`src/rtl/serial_subtractor.sv`:
```
//------------------------------------------------------------------------------
// Module   : serial_subtractor
// Brief    : Bit-serial unsigned subtractor. Computes a - b LSB-first, one bit
//            per clock, using one full-subtractor cell and a borrow flop.
//            Provides a registered difference, a final borrow flag and a
//            one-cycle done pulse.
// Revision : 1.0 - initial release
//------------------------------------------------------------------------------
`default_nettype none

module serial_subtractor #(
  parameter int WIDTH = 8
) (
  input  logic             clk,
  input  logic             rst,
  input  logic             start,
  input  logic [WIDTH-1:0] a,
  input  logic [WIDTH-1:0] b,
  output logic             busy,
  output logic             done,
  output logic [WIDTH-1:0] diff,
  output logic             borrow
);

  // Counter needs at least one bit so WIDTH=1 still has a legal vector.
  localparam int CW = (WIDTH > 1) ? $clog2(WIDTH) : 1;
  localparam logic [CW-1:0] C_LAST = CW'(WIDTH - 1);

  typedef enum logic [1:0] {
    S_IDLE = 2'd0,
    S_RUN  = 2'd1,
    S_DONE = 2'd2
  } state_t;

  state_t           r_state;
  state_t           w_state_next;
  logic [WIDTH-1:0] r_a;
  logic [WIDTH-1:0] r_b;
  logic [WIDTH-1:0] r_res;
  logic [CW-1:0]    r_cnt;
  logic             r_bin;

  logic             w_ai;
  logic             w_bi;
  logic             w_d;
  logic             w_bout;
  logic             w_last;
  logic [WIDTH-1:0] w_res_next;

  // Full-subtractor cell working on the current LSB of the operand shifters.
  assign w_ai   = r_a[0];
  assign w_bi   = r_b[0];
  assign w_d    = w_ai ^ w_bi ^ r_bin;
  assign w_bout = (~w_ai & w_bi) | (~(w_ai ^ w_bi) & r_bin);
  assign w_last = (r_cnt == C_LAST);

  // The new difference bit enters from the MSB side; a 1-bit result has
  // nothing to shift, so that case is split out.
  if (WIDTH == 1) begin : g_res_w1
    assign w_res_next = w_d;
  end else begin : g_res_wn
    assign w_res_next = {w_d, r_res[WIDTH-1:1]};
  end

  // State register.
  always_ff @(posedge clk or posedge rst) begin
    if (rst) begin
      r_state <= S_IDLE;
    end else begin
      r_state <= w_state_next;
    end
  end

  // Next-state logic; start is only honoured in IDLE.
  always_comb begin
    w_state_next = r_state;
    case (r_state)
      S_IDLE:  if (start) w_state_next = S_RUN;
      S_RUN:   if (w_last) w_state_next = S_DONE;
      S_DONE:  w_state_next = S_IDLE;
      default: w_state_next = S_IDLE;
    endcase
  end

  // busy/done are flopped from the next state so they are true registers.
  always_ff @(posedge clk or posedge rst) begin
    if (rst) begin
      busy <= 1'b0;
      done <= 1'b0;
    end else begin
      busy <= (w_state_next != S_IDLE);
      done <= (w_state_next == S_DONE);
    end
  end

  // Datapath: load operands on accept, shift one bit per RUN cycle, publish
  // the result only on the last bit so partial sums never reach the outputs.
  always_ff @(posedge clk or posedge rst) begin
    if (rst) begin
      r_a    <= '0;
      r_b    <= '0;
      r_res  <= '0;
      r_cnt  <= '0;
      r_bin  <= 1'b0;
      diff   <= '0;
      borrow <= 1'b0;
    end else begin
      case (r_state)
        S_IDLE: begin
          if (start) begin
            r_a   <= a;
            r_b   <= b;
            r_res <= '0;
            r_cnt <= '0;
            r_bin <= 1'b0;
          end
        end
        S_RUN: begin
          r_a   <= r_a >> 1;
          r_b   <= r_b >> 1;
          r_res <= w_res_next;
          r_bin <= w_bout;
          if (w_last) begin
            diff   <= w_res_next;
            borrow <= w_bout;
          end else begin
            r_cnt <= r_cnt + CW'(1);
          end
        end
        default: begin
        end
      endcase
    end
  end

endmodule

`default_nettype wire

```
`config.mk`:
```
export PLATFORM = sky130hd
export DESIGN_NAME = serial_subtractor
export DESIGN_NICKNAME = d
export VERILOG_FILES = /design/src/rtl/serial_subtractor.sv
export SDC_FILE = /design/constraint.sdc
export NUM_CORES = 1
export LEC_CHECK = 0
export ABC_AREA = 0
export BUFFER_PORTS_ARGS = -buffer_cell sky130_fd_sc_hd__buf_2
export CORE_MARGIN = 3
export CORE_UTILIZATION = 54
export DETAILED_ROUTE_END_ITERATION = 6
export HOLD_SLACK_MARGIN = 0.06
export PLACE_DENSITY = 0.77
export SYNTH_ARGS = -nofsm -noshare
export SYNTH_HDL_FRONTEND = slang
export SYNTH_SLANG_ARGS = --single-unit
```
`constraint.sdc`:
```
create_clock -name clk -period 2 [get_ports clk]
set_input_delay 0 -clock clk [delete_from_list [all_inputs] [get_ports clk]]
set_output_delay 0 -clock clk [all_outputs]
set_load 0.02 [all_outputs]
```
==> results.cfg <==
[status]
status = complete, no violations

[clock_network]
numCtsBuffers = 5
clk_pin_slew_ns = 0.13
hold_buffers = 9
clk_path_buf_depth = 2
clk_latency_ns = 0.33
cts.sinks = 40
cts_root_buffer = clkbuf_4
ctsResizeCount = 0
htree_levels = 2
cts_tree = done
cts_setup_buffers = 0

[pwr]
vdd_drop_max_v = 0.0007508
leakagePower_nw = 1.017
finalPower_mw = 3.069
p_per_area_nw_per_um2 = 1450

[final_layout]
nets = 209
seqCellArea_sq_um = 1001
multi_input_area_sq_um = 654.4
layout_common_cells = dfrtp_1, buf_2, a22o_1
fill_cells = 227
drive_gt1_share_pct = 28.19
insertedDiodeCount = 0
area_delta_synth_final_pct = 20.09
final_common_cell = dfrtp_1

[min_path]
hold_path.startpoint = a[3]
hold_path.class = in2reg

[place]
gp_congestion = 0.7091
port_buffers = 29
pre_cts_ws_ns = 0.2048
dpl.hpwl_mm = 2.316

[timing]
setup_tns_ns = 0
min_period_ns = 1.785
tightest_slew_ns = 0.4923
fin_crit_sh_pct = 89.27
rsz0062_at_grt = false
setup_viol = 0
max_freq_ghz = 0.5601
hold_violations = 0
maxSlewViolCount = 0
finalClockSkew_ns = 0.007273
max-slew-margin-rel_pct = 67.08
fin_ws_ns = 0.2145

[drt]
drc = 0
first_pass_iters = 4
antenna_left = 0
wl_mm = 3.445
drtIter0Drc = 38
wire_per_inst_um = 14.85
viasPerCell = 5.539
vias = 1285

[grt]
overflow = 0
grt_pass1_wl_mm = 6.189
antenna_found_initial = 0
track_usage_pct = 19.36
grt_pass1_vias = 1381
grt_max_degree = 41

[logic_synthesis]
syn_avg_cell_area_sq_um = 12.07
seq_area_frac_synth_pct = 56.78
ys_types = 27
synth_area_sq_um = 1763
syn-num-nets = 168
yosysWarnings = 0
ys_ff_latch = 40
synth_top_area_cell = dfrtp_1
synthCells = 146
synth_area_leaders = dfrtp_1, a22o_1, mux2_2, nor3b_1, nor4b_1
synth_top_area_share_pct = 56.78

[floorplanning]
dieArea_sq_um = 3986
dieHeight_um = 63.14
start_util_pct = 57.28
rows = 20
die_w_um = 63.14
ios = 30
core-area_sq_um = 3078

[job]
max_cap_viol_count = 0

[worst_setup_path]
cp-start-kind = register
crit_required_ns = 2.23
worstSetupPathType = reg2reg
critPathLaunch = r_cnt[0]
cp-end-kind = register
cp_data_arrival_time_ns = 2.02
path_max_fanout = 12
timing.rr.start = r_cnt[0]
==> worst paths after layout <==
kind / endpoint / slack, ns / depth (start not counted)
max: diff[6] / 0.21 / 4
min: r_a[3] / 0.05 / 3
max reg2reg: diff[6] / 0.21 / 4
min reg2reg: diff[4] / 0.51 / 1
max in group asynchronous: r_a[2] / 1.34 / 4
min in group asynchronous: done / 0.31 / 4
==> cells by family after synthesis <==
family	share of synthesized area, %
compound gates	16.25
fa+ha+maj	2.555
buf+inv	6.104
flops	56.78
mux	6.317
simple gates	12.00
==> power breakdown <==
| part | internal [mW] | switching (mW) |
|---|---|---|
| clock network | 0.171 | 0.264 |
| registers | 1.16 | 0.196 |
| logic | 0.621 | 0.658 |
| total | 1.95 | 1.12 |
==> stage by stage <==
step	std cells	area (sq um)	hold slack (ns)	util [%]
6_report	232	2117	0.04868	68.78
5_1_grt	232	2117	0.08124	68.78
4_1_cts	232	2117	0.06023	68.78
3_5_place_dp	215	1961	0.1509	63.70
3_3_place_gp	215	1961	0.1337	63.70
2_1_floorplan	146	1763	0.1325	-
==> cells in the mapped netlist <==
master	number
a211oi_1	5
a21oi_1	8
a221oi_1	1
a22o_1	14
a22oi_1	2
buf_2	2
buf_4	1
buf_6	1
clkbuf_1	7
clkinv_1	1
dfrtp_1	40
fa_1	1
ha_1	2
inv_1	13
mux2_2	9
mux2i_1	1
nand2_1	3
nand2b_1	1
nand3b_1	1
nor2_1	3
nor2b_1	1
nor3b_1	12
nor4b_1	6
nor4bb_1	2
o21ai_0	2
o22a_1	6
or2_1	1
==> area by class of cell <==
type | count | share of cell area [%]
sequential | 40 | 47.28
multi-input combinational | 81 | 30.91
clock inverter | 2 | 0.7092
inverter | 14 | 2.482
clock buffer | 6 | 2.423
timing repair buffer | 45 | 13.59
tap | 44 | 2.600
==> critical path, cell delays in order, from the launching register on <==
cell	delay (ns)
dfrtp_1	0.43
ha_1	0.21
ha_1	0.24
nand3b_1	0.41
mux2_2	0.40
==> state kept, by name, indices dropped and copies added (netlist names) <==
register  count
diff          8
r_a           8
r_b           8
r_res         7
r_cnt         3
r_state       2
borrow        1
busy          1
done          1
r_bin         1
==> metal layers <==
metal  up-vias  GRT usage (%)  part of all wire [%]
li1        609              -                     -
met2        30          32.94                    50
met4         0          6.612                   1.6
met5         -              0                     0
met3         7          4.635                   3.7
met1       639          24.11                    45
Note: power is estimated with default switching activity, not from simulation.
